--- config.mk ---
export PLATFORM = sky130hd
export DESIGN_NAME = nibble_enc_arbiter
export DESIGN_NICKNAME = d
export VERILOG_FILES = /design/src/rtl/nibble_enc_arbiter.sv
export SDC_FILE = /design/constraint.sdc
export NUM_CORES = 1
export LEC_CHECK = 0
export CORE_UTILIZATION = 30
export DETAILED_ROUTE_END_ITERATION = 10
export GPL_TIMING_DRIVEN = 0
export SYNTH_ARGS = -nofsm -noshare
export SYNTH_HDL_FRONTEND = slang
export SYNTH_SLANG_ARGS = --single-unit
--- constraint.sdc ---
create_clock -name clk -period 2.2 [get_ports clk]
set_input_delay 0.22 -clock clk [delete_from_list [all_inputs] [get_ports clk]]
set_output_delay 0.22 -clock clk [all_outputs]
set_load 0.01 [all_outputs]
--- src/rtl/nibble_enc_arbiter.sv ---
// Two-channel nibble XOR encoder: packet-locked round-robin arbitration over one
// shared FourbitEncoder, per-channel rolling keys and a registered valid/ready output.
// Optional plaintext parity check is enabled by defining NIBBLE_ENC_PARITY_EN.

module FourbitEncoder (
  input  logic [3:0] data,
  input  logic [3:0] key,
  output logic [3:0] enc
);
  assign enc = data ^ key;
endmodule

module nibble_enc_arbiter #(
  parameter bit          KEY_ROTATE = 1'b1,
  parameter logic [3:0]  RESET_KEY  = 4'h0,
  parameter int unsigned MAX_BURST  = 8
) (
  input  logic       clk,
  input  logic       rst_n,
  input  logic       req0_valid,
  output logic       req0_ready,
  input  logic [3:0] req0_word,
  input  logic       req0_last,
  input  logic       req1_valid,
  output logic       req1_ready,
  input  logic [3:0] req1_word,
  input  logic       req1_last,
  input  logic       key_load,
  input  logic       key_sel,
  input  logic [3:0] key_in,
  output logic       out_valid,
  input  logic       out_ready,
  output logic [3:0] out_word,
  output logic       out_ch,
  output logic       out_last,
`ifdef NIBBLE_ENC_PARITY_EN
  input  logic       req0_par,
  input  logic       req1_par,
  output logic       out_err,
`endif
  output logic       busy
);

  typedef enum logic [1:0] {
    IDLE  = 2'd0,
    LOCK0 = 2'd1,
    LOCK1 = 2'd2
  } state_t;

  state_t          state;
  state_t          state_nxt;
  // Channel that wins a tie; after every exit it points at the channel not just served.
  logic            rr_prio;
  logic [3:0]      burst_cnt;
  logic [1:0][3:0] base_key;
  logic [1:0][3:0] work_key;
  logic [1:0]      mid_packet;

  logic       slot_free;
  logic       grant;
  logic       win;
  logic       acc;
  logic       acc_ch;
  logic [3:0] acc_word;
  logic       acc_last;
  logic       burst_hit;
  logic       pkt_exit;
  logic [1:0] locked;
  logic [1:0] key_hit;
  logic [1:0] reload;
  logic [1:0] accept_vec;
  logic [3:0] enc_word;

  function automatic logic [3:0] rotl1(input logic [3:0] k);
    return {k[2:0], k[3]};
  endfunction

`ifdef NIBBLE_ENC_PARITY_EN
  logic acc_par;

  function automatic logic par_err(input logic [3:0] w, input logic p);
    return (^w) ^ p;
  endfunction

  assign acc_par = acc_ch ? req1_par : req0_par;
`endif

  // Arbitration, lock handshake and packet-exit decode
  always_comb begin
    state_nxt  = state;
    req0_ready = 1'b0;
    req1_ready = 1'b0;
    grant      = 1'b0;
    win        = 1'b0;
    acc        = 1'b0;
    pkt_exit   = 1'b0;
    acc_ch     = (state == LOCK1);
    acc_word   = acc_ch ? req1_word : req0_word;
    acc_last   = acc_ch ? req1_last : req0_last;
    slot_free  = !out_valid || out_ready;
    burst_hit  = (burst_cnt + 4'd1) == 4'(MAX_BURST);
    case (state)
      IDLE: begin
        if (req0_valid || req1_valid) begin
          grant     = 1'b1;
          win       = (req0_valid && req1_valid) ? rr_prio : req1_valid;
          state_nxt = win ? LOCK1 : LOCK0;
        end else begin
          state_nxt = IDLE;
        end
      end
      LOCK0: begin
        req0_ready = slot_free;
        acc        = req0_valid && slot_free;
        pkt_exit   = acc && (acc_last || burst_hit);
        state_nxt  = pkt_exit ? IDLE : LOCK0;
      end
      LOCK1: begin
        req1_ready = slot_free;
        acc        = req1_valid && slot_free;
        pkt_exit   = acc && (acc_last || burst_hit);
        state_nxt  = pkt_exit ? IDLE : LOCK1;
      end
      default: state_nxt = IDLE;
    endcase
  end

  assign locked     = {state == LOCK1, state == LOCK0};
  assign key_hit    = key_load ? (key_sel ? 2'b10 : 2'b01) : 2'b00;
  assign reload     = grant ? (win ? 2'b10 : 2'b01) : 2'b00;
  assign accept_vec = acc ? (acc_ch ? 2'b10 : 2'b01) : 2'b00;
  assign busy       = (state != IDLE) || out_valid;

  FourbitEncoder u_enc (
    .data (acc_word),
    .key  (work_key[acc_ch]),
    .enc  (enc_word)
  );

  // FSM state register
  always_ff @(posedge clk or negedge rst_n) begin
    if (!rst_n) begin
      state <= IDLE;
    end else begin
      state <= state_nxt;
    end
  end

  // Round-robin pointer and per-grant burst counter
  always_ff @(posedge clk or negedge rst_n) begin
    if (!rst_n) begin
      rr_prio   <= 1'b0;
      burst_cnt <= 4'd0;
    end else if (pkt_exit) begin
      rr_prio   <= ~acc_ch;
      burst_cnt <= 4'd0;
    end else if (acc) begin
      burst_cnt <= burst_cnt + 4'd1;
    end else begin
      burst_cnt <= burst_cnt;
    end
  end

  // Key storage: a key_load into an idle channel beats the packet-start reload
  always_ff @(posedge clk or negedge rst_n) begin
    if (!rst_n) begin
      base_key   <= {2{RESET_KEY}};
      work_key   <= {2{RESET_KEY}};
      mid_packet <= 2'b00;
    end else begin
      for (int i = 0; i < 2; i++) begin
        if (key_hit[i]) begin
          base_key[i] <= key_in;
        end
        if (key_hit[i] && !mid_packet[i] && !locked[i]) begin
          work_key[i] <= key_in;
        end else if (reload[i] && !mid_packet[i]) begin
          work_key[i] <= base_key[i];
        end else if (accept_vec[i] && KEY_ROTATE) begin
          work_key[i] <= rotl1(work_key[i]);
        end
        if (accept_vec[i] && pkt_exit) begin
          mid_packet[i] <= !acc_last;
        end
      end
    end
  end

  // Output register: holds while stalled, drops valid only when drained with no refill
  always_ff @(posedge clk or negedge rst_n) begin
    if (!rst_n) begin
      out_valid <= 1'b0;
      out_word  <= 4'h0;
      out_ch    <= 1'b0;
      out_last  <= 1'b0;
    end else if (acc) begin
      out_valid <= 1'b1;
      out_word  <= enc_word;
      out_ch    <= acc_ch;
      out_last  <= acc_last;
    end else if (out_ready) begin
      out_valid <= 1'b0;
    end else begin
      out_valid <= out_valid;
    end
  end

`ifdef NIBBLE_ENC_PARITY_EN
  // Parity flag registered alongside out_word
  always_ff @(posedge clk or negedge rst_n) begin
    if (!rst_n) begin
      out_err <= 1'b0;
    end else if (acc) begin
      out_err <= par_err(acc_word, acc_par);
    end else begin
      out_err <= out_err;
    end
  end
`endif

endmodule

==> results.toml <==
[synthesis]
synthesis.instances = 180
ys_seq_elements = 32
synth_commonest_cells = "dfrtp_1, nand2_1, nor2_1"
syn_nets = 206
syn_area_mm2 = 0.00179
yosysSeqAreaShare = 0.448
synth_top_area_cell = "dfrtp_1"
async_reset_ff_frac = 1.00
yosysTopAreaCellShare = 0.448
synthMostInstantiatedCell = "dfrtp_1"
avgSynthCellArea_um2 = 9.93
ys.warnings.count = 0
synth_cell_types = 42
ys_dominant_reg_cell = "dfrtp_1"
ys_top_cells_by_area = "dfrtp_1, nand2_1, mux2_2, ha_1, mux2i_1"
synth-edff-count = 0

[pwr]
max-vdd-ir-drop_uv = 639
internal_power_uw = 1820
p_leak_uw = 0.000958
power_uw = 2870
power_frac_seq = 0.347
clock_power_share = 0.191
swShare = 0.367
powerDensity_mw_per_mm2 = 1250
switchingPower_uw = 1050
pwr-share-comb = 0.462

[drt]
drt_wl_total_um = 3790
route.detailed.drc = 0
antenna_left = 0
avgRoutedWirePerCell_um = 13.1
vias = 1409
dr.pass1.iters = 4
drtIter0Drc = 55
via_per_inst = 4.86

[placement]
dp_hpwl_um = 2860
dp_slack_ps = -3.44
io_buffers = 30
place_area_mm2 = 0.00217
place_congestion = 0.777

[timing]
fin_skew_ps = 3.12
drv_slew = 0
setup-violations-final = 0
max_freq_mhz = 502
layout_setup_ws_ps = 209
setup_tns_ps = 0
rsz0062_at_grt = "no"
hold-worst-slack_ps = -12.5
final.min_clock_period_ps = 1990
worstMarginPinSlew_ps = 704
relSlewSlack = 0.531
hold_viol = 32
finalCritPeriodShare = 0.905

[hold_path]
hp-class = "in -> async"

[worst_setup_path]
worstSetupPathType = "reg -> out"
cp-start-kind = "flop"
crit_path_top_delay_cell = "clkdlybuf4s50_1"
crit_path_max_incr_delay_ps = 530
endpoint_kind = "output pin"
required_ps = 1980
critical_path.cell_chain = "inv_1 > ha_1 > and2_1 > clkdlybuf4s50_1"
reg2reg_setup_slack_ps = 230
arrival_ps = 1770
cp_max_fo = 5

[floorplan]
coreArea_mm2 = 0.00564
io_pins = 31
die_w_um = 79.2
die_area_mm2 = 0.00627
start_util = 0.317
rows = 27
fp.dieH_um = 79.2

[global_route]
gr-usage-all-layers = 0.135
grt_pass1_vias = 1361
grt_start_max_net_pins = 33
grt_pass1_wl_um = 6550
antenna_found_initial = 0
grt-ovfl-total = 0

[cts]
clockRootBuffer = "clkbuf_8"
numCtsBuffers = 5
cts.sinks = 32
post_cts_buffers = 0
cts_max_path_buffers = 2
cts_tree = "built"
cts-htree-levels = 2
clkLatencyLatePin_ps = 280
hold_buffers = 0
clkSlewWorstSetupHoldPaths_ps = 60

[layout]
final_nets = 243
n_fill_cell = 555
area_growth_pct = 28.8
final_layout_size_suffix_gt1_frac = 0.133
utilization = 0.408
diodes = 0
final_area_mm2 = 0.00230

[job]
cap_violations = 0

[status]
violations = "hold timing"
outcome = "finished, violations left"
[what timing repair did]
action,4_1_cts,5_1_grt
pin swaps,0,0
endpoints found under the setup margin,1,3
hold endpoints to repair,0,0
resized for setup,4,3
[per-layer routing]
layer	up-vias	global-route usage	share of wire
li1	725	-	-
met4	0	0.0545	0.018
met1	653	0.183	0.50
met2	25	0.208	0.45
met3	6	0.0287	0.035
met5	-	0	0
[kinds of logic (layout without fill, tap and decap cells)]
family | count (synthesis) | after routing | synth area share
compound gates | 43 | 43 | 0.168
xor+xnor | 8 | 8 | 0.0392
fa+ha+maj | 5 | 5 | 0.0350
buf+inv | 11 | 49 | 0.0280
flops | 32 | 32 | 0.448
mux | 14 | 14 | 0.0840
simple gates | 67 | 67 | 0.198
[worst max-delay path, delay by kind of cell (launching register included)]
kind	cells	cell delay (ps)
and+or+nand+nor	1	170
adders and majority gates	1	310
buffers and inverters	2	620
DFF	1	390
[state kept, by name (all words and copies together), names as in the netlist]
signal      cells
base_key        8
burst_cnt       4
mid_packet      2
out_ch          1
out_last        1
out_valid       1
out_word        4
rr_prio         1
state           2
work_key        8
[per-stage QoR]
stage,std cells,hold slack (ps)
3_5_place_dp,282,321
3_3_place_gp,282,464
5_1_grt,290,50.7
4_1_cts,290,17.3
6_report,290,-12.5
2_1_floorplan,180,-75.6
[final cells by class]
cell class              count  area [um^2]  share of cell area
plain buffers               5         43.8              0.0190
clock buffers               6         72.6              0.0315
clock inverters             2         35.0              0.0152
inverters                   6         22.5             0.00978
multi-input cells         137          941               0.408
flip-flops and latches     32          801               0.348
well taps                  72         90.1              0.0391
repair buffers             30          298               0.129
[layout by cell type (no fill, tap or decap), types with 2 or more instances in the layout]
master	n
a211oi_1	8
a21oi_1	7
a31oi_1	3
and2_1	3
buf_6	2
clkbuf_1	3
clkbuf_8	6
clkdlybuf4s50_1	28
dfrtp_1	32
ha_1	5
inv_1	5
mux2_2	8
mux2i_1	5
nand2_1	26
nand2b_1	7
nand3_1	4
nor2_1	10
nor2b_1	3
nor4_1	4
o21ai_0	9
o221ai_1	4
o31ai_1	4
xnor2_1	4
xor2_1	4
[final timing paths]
kind                                         start                         to  cells after the start
setup / recovery                state[1]$_DFF_PN0_                 req0_ready                      4
min in group clk           out_word[1]$_DFFE_PN0P_    out_word[1]$_DFFE_PN0P_                      2
hold / removal                               rst_n    out_word[0]$_DFFE_PN0P_                      1
max in group asynchronous                    rst_n    base_key[3]$_DFFE_PN0P_                      1
setup reg to reg                state[0]$_DFF_PN0_  mid_packet[0]$_DFFE_PN0P_                      7
hold reg to reg            out_word[1]$_DFFE_PN0P_    out_word[1]$_DFFE_PN0P_                      2
[power groups by stage]
stage | combinational, uW | sequential, uW | clock (uW)
2_1_floorplan | 856 | 995 | 0
3_3_place_gp | 1290 | 1010 | 0
3_5_place_dp | 1290 | 1010 | 0
4_1_cts | 1320 | 1000 | 562
5_1_grt | 1480 | 1030 | 587
6_report | 1330 | 997 | 549
Power figures use the tool's default switching activity.
